$ cat config.mk
export PLATFORM = sky130hd
export DESIGN_NAME = ldm_stm_sequencer_flat
export DESIGN_NICKNAME = d
export VERILOG_FILES = /design/src/rtl/ldm_stm_sequencer_pkg.sv /design/src/rtl/ldm_stm_sequencer_if.sv /design/src/rtl/ldm_stm_sequencer_lowest_set.sv /design/src/rtl/ldm_stm_sequencer.sv /design/src/flat_wrapper.sv
export SDC_FILE = /design/constraint.sdc
export NUM_CORES = 1
export LEC_CHECK = 0
export CAP_MARGIN = 5
export CORE_MARGIN = 2
export CORE_UTILIZATION = 30
export CTS_CLUSTER_DIAMETER = 50
export DETAILED_ROUTE_END_ITERATION = 8
export GPL_TIMING_DRIVEN = 0
export PLACE_DENSITY = 0.64
export SETUP_SLACK_MARGIN = 0.5
export SLEW_MARGIN = 20
export SYNTH_ARGS = -nofsm -noshare
export SYNTH_HDL_FRONTEND = slang
export SYNTH_SLANG_ARGS = --single-unit
$ cat constraint.sdc
create_clock -name clk -period 4.9 [get_ports clk]
set_input_delay 0.49 -clock clk [delete_from_list [all_inputs] [get_ports clk]]
set_output_delay 0.49 -clock clk [all_outputs]
set_load 0.01 [all_outputs]
$ cat src/rtl/ldm_stm_sequencer_pkg.sv
// Shared types and constants for the LDM/STM sequencer.
// Base writeback is compiled in only when LDM_STM_BASE_WB_EN is defined.
package lsm_pkg;

  localparam int unsigned WORD_BYTES = 4;
  localparam logic [3:0]  PC_IDX     = 4'd15;

  typedef enum logic [1:0] {
    ST_IDLE,
    ST_XFER,
    ST_WB,
    ST_DONE
  } state_t;

  // Encoding matches {up, pre} so the mode is a direct cast.
  typedef enum logic [1:0] {
    MODE_DA = 2'b00,
    MODE_DB = 2'b01,
    MODE_IA = 2'b10,
    MODE_IB = 2'b11
  } mode_t;

  function automatic logic [4:0] popcount16(input logic [15:0] m);
    logic [4:0] c;
    c = '0;
    for (int unsigned i = 0; i < 16; i++) c = c + 5'(m[i]);
    return c;
  endfunction

endpackage

$ cat src/rtl/ldm_stm_sequencer_if.sv
// Memory request/ready port plus register-file read/write ports of the sequencer.
interface ldm_stm_sequencer_if #(
  parameter int unsigned XLEN = 32
);
  logic            mem_req;
  logic            mem_we;
  logic [XLEN-1:0] mem_addr;
  logic [XLEN-1:0] mem_wdata;
  logic [XLEN-1:0] mem_rdata;
  logic            mem_ready;
  logic [3:0]      rf_a1;
  logic [XLEN-1:0] rf_rd1;
  logic [3:0]      rf_a3;
  logic            rf_we3;
  logic [XLEN-1:0] rf_wd3;

  modport master (
    output mem_req, mem_we, mem_addr, mem_wdata,
    input  mem_rdata, mem_ready,
    output rf_a1,
    input  rf_rd1,
    output rf_a3, rf_we3, rf_wd3
  );

  modport slave (
    input  mem_req, mem_we, mem_addr, mem_wdata,
    output mem_rdata, mem_ready,
    input  rf_a1,
    output rf_rd1,
    input  rf_a3, rf_we3, rf_wd3
  );
endinterface

$ cat src/rtl/ldm_stm_sequencer_lowest_set.sv
// Priority picker: index of the lowest set bit of a 16-bit register mask.
module lsm_lowest_set (
  input  logic [15:0] mask,
  output logic [3:0]  idx,
  output logic        any
);
  always_comb begin
    idx = '0;
    any = 1'b0;
    // Scan high to low so the lowest set bit is the final assignment.
    for (int unsigned i = 0; i < 16; i++) begin
      if (mask[15 - i]) begin
        idx = 4'(15 - i);
        any = 1'b1;
      end
    end
  end
endmodule

$ cat src/rtl/ldm_stm_sequencer.sv
// ARM-style LDM/STM sequencer: one register per memory transfer, R15 loads go to pc_we.
// Define LDM_STM_BASE_WB_EN to build the base-writeback (WB) state.
module ldm_stm_sequencer #(
  parameter int unsigned XLEN       = 32,
  parameter int unsigned NREGS      = 16,
  parameter int unsigned WORD_BYTES = 4
) (
  input  logic             clk,
  input  logic             rst,
  input  logic             start,
  input  logic             is_load,
  input  logic             up,
  input  logic             pre,
  input  logic             wb,
  input  logic [3:0]       rn,
  input  logic [XLEN-1:0]  base,
  input  logic [NREGS-1:0] reg_list,
  output logic             busy,
  output logic             done,
  output logic             pc_we,
  output logic [XLEN-1:0]  pc_wd,
  ldm_stm_sequencer_if.master bus
);
  import lsm_pkg::*;

  state_t           state_q, state_d;
  logic [NREGS-1:0] list_q, list_rest;
  logic [XLEN-1:0]  addr_q;
  logic             is_load_q;
  logic [3:0]       idx;
  logic             any;

  logic [4:0]       cnt;
  logic [XLEN-1:0]  span, start_addr;
  mode_t            mode;

`ifdef LDM_STM_BASE_WB_EN
  logic [XLEN-1:0]  final_q, final_addr;
  logic [3:0]       rn_q;
  logic             wb_en_q, wb_req;
`else
  logic [4:0]       unused_wb;
  assign unused_wb = {wb, rn};
`endif

  lsm_lowest_set u_lowest (
    .mask (list_q),
    .idx  (idx),
    .any  (any)
  );

  assign list_rest = list_q & ~(NREGS'(1) << idx);

  // Transfers always run upward from the lowest address of the block.
  always_comb begin
    cnt        = popcount16(reg_list);
    span       = XLEN'(cnt) * XLEN'(WORD_BYTES);
    mode       = mode_t'({up, pre});
    start_addr = base;
    unique case (mode)
      MODE_IA: start_addr = base;
      MODE_IB: start_addr = base + XLEN'(WORD_BYTES);
      MODE_DA: start_addr = base - span + XLEN'(WORD_BYTES);
      MODE_DB: start_addr = base - span;
    endcase
`ifdef LDM_STM_BASE_WB_EN
    final_addr = up ? base + span : base - span;
    wb_req     = wb && (cnt != '0) && !(is_load && reg_list[rn]) && (rn != PC_IDX);
`endif
  end

  always_ff @(posedge clk or posedge rst) begin
    if (rst) state_q <= ST_IDLE;
    else     state_q <= state_d;
  end

  always_ff @(posedge clk or posedge rst) begin
    if (rst) begin
      list_q    <= '0;
      addr_q    <= '0;
      is_load_q <= 1'b0;
`ifdef LDM_STM_BASE_WB_EN
      final_q   <= '0;
      rn_q      <= '0;
      wb_en_q   <= 1'b0;
`endif
    end else if (state_q == ST_IDLE && start) begin
      list_q    <= reg_list;
      addr_q    <= start_addr;
      is_load_q <= is_load;
`ifdef LDM_STM_BASE_WB_EN
      final_q   <= final_addr;
      rn_q      <= rn;
      wb_en_q   <= wb_req;
`endif
    end else if (state_q == ST_XFER && bus.mem_ready) begin
      list_q <= list_rest;
      addr_q <= addr_q + XLEN'(WORD_BYTES);
    end
  end

  always_comb begin
    state_d       = state_q;
    busy          = 1'b0;
    done          = 1'b0;
    pc_we         = 1'b0;
    pc_wd         = '0;
    bus.mem_req   = 1'b0;
    bus.mem_we    = 1'b0;
    bus.mem_addr  = '0;
    bus.mem_wdata = '0;
    bus.rf_a1     = '0;
    bus.rf_a3     = '0;
    bus.rf_we3    = 1'b0;
    bus.rf_wd3    = '0;
    unique case (state_q)
      ST_IDLE: begin
        if (start) state_d = (cnt == '0) ? ST_DONE : ST_XFER;
      end
      ST_XFER: begin
        busy         = 1'b1;
        bus.mem_req  = any;
        bus.mem_addr = addr_q;
        bus.mem_we   = !is_load_q;
        if (!is_load_q) begin
          bus.rf_a1     = idx;
          bus.mem_wdata = bus.rf_rd1;
        end
        if (!any) begin
          state_d = ST_DONE;
        end else if (bus.mem_ready) begin
          if (is_load_q && idx == PC_IDX) begin
            pc_we = 1'b1;
            pc_wd = bus.mem_rdata;
          end else if (is_load_q) begin
            bus.rf_we3 = 1'b1;
            bus.rf_a3  = idx;
            bus.rf_wd3 = bus.mem_rdata;
          end
          if (list_rest == '0) begin
`ifdef LDM_STM_BASE_WB_EN
            state_d = wb_en_q ? ST_WB : ST_DONE;
`else
            state_d = ST_DONE;
`endif
          end
        end
      end
`ifdef LDM_STM_BASE_WB_EN
      ST_WB: begin
        busy       = 1'b1;
        bus.rf_we3 = 1'b1;
        bus.rf_a3  = rn_q;
        bus.rf_wd3 = final_q;
        state_d    = ST_DONE;
      end
`endif
      ST_DONE: begin
        busy    = 1'b1;
        done    = 1'b1;
        state_d = ST_IDLE;
      end
      default: state_d = ST_IDLE;
    endcase
  end

endmodule

$ cat src/flat_wrapper.sv
// flat-port wrapper written by rule: the top's interface ports become plain ports
module ldm_stm_sequencer_flat import lsm_pkg::*;
#(
  parameter int unsigned XLEN       = 32,
  parameter int unsigned NREGS      = 16,
  parameter int unsigned WORD_BYTES = 4
)
  (clk, rst, start, is_load, up, pre, wb, rn, base, reg_list, busy, done, pc_we, pc_wd, bus_mem_req, bus_mem_we, bus_mem_addr, bus_mem_wdata, bus_mem_rdata, bus_mem_ready, bus_rf_a1, bus_rf_rd1, bus_rf_a3, bus_rf_we3, bus_rf_wd3);
  ldm_stm_sequencer_if #(.XLEN(XLEN)) bus_i ();
  input  logic clk;
  input  logic rst;
  input  logic start;
  input  logic is_load;
  input  logic up;
  input  logic pre;
  input  logic wb;
  input  logic [3:0] rn;
  input  logic [XLEN-1:0] base;
  input  logic [NREGS-1:0] reg_list;
  output logic busy;
  output logic done;
  output logic pc_we;
  output logic [XLEN-1:0] pc_wd;
  output wire logic [$bits(bus_i.mem_req)-1:0] bus_mem_req;
  output wire logic [$bits(bus_i.mem_we)-1:0] bus_mem_we;
  output wire logic [$bits(bus_i.mem_addr)-1:0] bus_mem_addr;
  output wire logic [$bits(bus_i.mem_wdata)-1:0] bus_mem_wdata;
  input wire logic [$bits(bus_i.mem_rdata)-1:0] bus_mem_rdata;
  input wire logic [$bits(bus_i.mem_ready)-1:0] bus_mem_ready;
  output wire logic [$bits(bus_i.rf_a1)-1:0] bus_rf_a1;
  input wire logic [$bits(bus_i.rf_rd1)-1:0] bus_rf_rd1;
  output wire logic [$bits(bus_i.rf_a3)-1:0] bus_rf_a3;
  output wire logic [$bits(bus_i.rf_we3)-1:0] bus_rf_we3;
  output wire logic [$bits(bus_i.rf_wd3)-1:0] bus_rf_wd3;
  assign bus_mem_req = bus_i.mem_req;
  assign bus_mem_we = bus_i.mem_we;
  assign bus_mem_addr = bus_i.mem_addr;
  assign bus_mem_wdata = bus_i.mem_wdata;
  assign bus_i.mem_rdata = bus_mem_rdata;
  assign bus_i.mem_ready = bus_mem_ready;
  assign bus_rf_a1 = bus_i.rf_a1;
  assign bus_i.rf_rd1 = bus_rf_rd1;
  assign bus_rf_a3 = bus_i.rf_a3;
  assign bus_rf_we3 = bus_i.rf_we3;
  assign bus_rf_wd3 = bus_i.rf_wd3;
  ldm_stm_sequencer #(.XLEN(XLEN), .NREGS(NREGS), .WORD_BYTES(WORD_BYTES)) u_core (.clk(clk), .rst(rst), .start(start), .is_load(is_load), .up(up), .pre(pre), .wb(wb), .rn(rn), .base(base), .reg_list(reg_list), .busy(busy), .done(done), .pc_we(pc_we), .pc_wd(pc_wd), .bus(bus_i));
endmodule
==> results.json <==
{
  "slowest_delay_ps": 540,
  "numClockSinks": 51,
  "vias_per_cell": 5.43,
  "worstSkewPairLatency_ps": 300,
  "post-route-util_pct": 50.9,
  "whs_ps": 425,
  "pin_count": 266,
  "antennaDiodeCount": 0,
  "routed_wl_um": 31200,
  "async_flop_share_pct": 100,
  "antenna_found_initial": 1,
  "drt-initial-drc-count": 687,
  "final.setup.tns_ps": -47650,
  "synth.distinct_cells": 62,
  "gr-usage-all-layers_pct": 24.6,
  "fin_crit_ps": 7200,
  "initial_utilization_pct": 30.5,
  "finalSetupViolCount": 29,
  "yosysSeqAreaShare_pct": 18.5,
  "gp_congestion": 0.964,
  "worstMarginPinSlew_ps": 864,
  "syn-instance-count": 988,
  "mostFrequentLayoutCell": "clkdlybuf4s50_1",
  "final_nets": 1456,
  "whs_path_depth": 2,
  "final_cells": 1594,
  "yosysWarnings": 0,
  "hpwl_um": 24100,
  "syn_avg_cell_area_um2": 6.97,
  "most-common-layout-cells": "clkdlybuf4s50_1, and2_1, nand2_1",
  "syn_area_um2": 6880,
  "area_growth_syn_to_layout_pct": 67.1,
  "drc": 0,
  "grt_max_degree": 52,
  "total_power_mw": 5.55,
  "clock_path_buffers": 2,
  "hp-class": "in -> reg",
  "dp_worst_setup_slack_ps": -3420,
  "violations": "setup timing",
  "clkTransAtPathRegs_ps": 70,
  "peakVddDrop_uv": 385,
  "dieArea_um2": 24200,
  "io_buffers": 255,
  "die_h_um": 155,
  "cpMostUsedCell": "fa_1",
  "dp_cells": 1528,
  "fill_cells": 2152,
  "crit_path_end_kind": "flip-flop",
  "powerDensity_nw_per_um2": 482,
  "hold_viol": 0,
  "fin_area_um2": 11500,
  "syn_nets": 1136,
  "worstPathMaxFanout": 3,
  "synth-edff-count": 0,
  "crit_slowest_cell": "fa_1",
  "status": "finished with violations",
  "post_dp_cell_area_um2": 10100,
  "wl_per_cell_um": 19.6,
  "fmax_mhz": 139,
  "postRouteAntennaNets": 0,
  "grt_pass1_vias": 8201,
  "rsz0062_at_grt": "true",
  "fin_crit_sh_pct": 147,
  "drv_cap": 0,
  "grt_pass1_wl_um": 47200,
  "slew_headroom_pct": 42.4,
  "die_w_um": 155,
  "overflow": 0,
  "core_area_um2": 22600,
  "cts_tree": "yes",
  "rows": 55,
  "worstSetupStartpointType": "input pin",
  "vias": 8649,
  "arrival_ps": 7360,
  "cts_buffers": 5,
  "fin_skew_ps": 9.18,
  "path_class": "in -> reg",
  "first_pass_iters": 5,
  "cts_max_level": 2,
  "fin_ws_ps": -2300,
  "worstPathRequired_ps": 5050,
  "ys.flop_type": "dfrtp_1",
  "layout-drive-gt1-share_pct": 16.3,
  "p_leak_nw": 4.27,
  "ys_seq_elements": 51,
  "cts_root_buffer": "clkbuf_16",
  "slew_viol_final": 0,
  "reg2reg_depth": 8
}
==> synthesized netlist by cell type (all sizes together) (5+ instances only) <==
cell / number / area (um^2)
o31ai: 10 / 75.1
dfrtp: 51 / 1280
xnor2: 35 / 307
nor4: 21 / 131
or4: 12 / 93.8
o21ai: 75 / 375
nor3: 41 / 215
or3: 19 / 119
inv: 41 / 154
o22ai: 11 / 68.8
o21a: 6 / 45.0
and2: 136 / 851
nand2: 94 / 353
a211oi: 12 / 90.1
fa: 11 / 220
a31oi: 14 / 87.6
nor2: 87 / 327
a21oi: 59 / 295
and3: 5 / 31.3
nand2b: 9 / 56.3
clkbuf: 51 / 191
xor2: 38 / 333
a22o: 5 / 43.8
nor2b: 13 / 81.3
nand4: 10 / 62.6
o311ai: 6 / 52.6
nand3: 32 / 160
ha: 13 / 163
a21o: 9 / 67.6
==> cell type report <==
type	count	area (um^2)	share of cell area [%]
multi-input cells	838	6170	53.6
repair buffers	313	3100	27.0
well taps	285	357	3.10
plain buffers	55	273	2.37
clock buffers	8	156	1.36
inverters	44	168	1.46
flip-flops and latches	51	1280	11.1
==> worst paths after layout <==
check | startpoint | endpoint | slack [ps]
worst min register to register | u_core.state_q[1]$_DFFE_PP0P_ | u_core.state_q[0]$_DFFE_PP0P_ | 480
worst max-delay path | reg_list[4] | u_core.addr_q[31]$_DFFE_PP0P_ | -2300
worst max register to register | u_core.state_q[0]$_DFFE_PP0P_ | u_core.addr_q[9]$_DFFE_PP0P_ | 1930
worst min-delay path | reg_list[1] | u_core.list_q[1]$_DFFE_PP0P_ | 420
min in group asynchronous | rst | u_core.list_q[4]$_DFFE_PP0P_ | 650
max in group asynchronous | rst | u_core.addr_q[14]$_DFFE_PP0P_ | 3820
==> worst max-delay path: cells and delay by family <==
| family | cells | cell delay, ps |
|---|---|---|
| fa+ha+maj | 7 | 2910 |
| simple gates | 7 | 2060 |
| compound gates | 6 | 1060 |
| buf+inv | 5 | 810 |
==> sequential cells by signal, indices dropped and copies added, names as in the netlist <==
signal / cells
u_core.state_q: 2
u_core.list_q: 16
u_core.addr_q: 32
u_core.is_load_q: 1
==> cells by family after synthesis <==
| group | synth area share [%] |
|---|---|
| compound gates | 22.1 |
| xor+xnor | 9.29 |
| fa+ha+maj | 5.56 |
| buf+inv | 5.56 |
| flops | 18.5 |
| mux | 0.436 |
| simple gates | 38.5 |
==> report_power, final <==
group | internal, mW | total [mW] | switching, mW
logic | 2.09 | 4.32 | 2.22
registers | 0.615 | 0.857 | 0.242
clock network | 0.218 | 0.374 | 0.156
==> per-layer routing <==
layer	wire length, um	global-route usage (%)	part of all wire, %
met4	802	7.78	2.6
met1	13100	32.7	42
met3	2720	3.93	8.7
met5	13	0	0.042
met2	14600	41.1	47
==> timing repair <==
| action | CTS | global route |
|---|---|---|
| buffers inserted | 44 | 14 |
| endpoints found under the setup margin | 97 | 89 |
| hold buffers | 0 | 0 |
| gates resized for setup | 131 | 48 |
| pin swaps | 74 | 50 |
(Power assumes the default switching activity.)
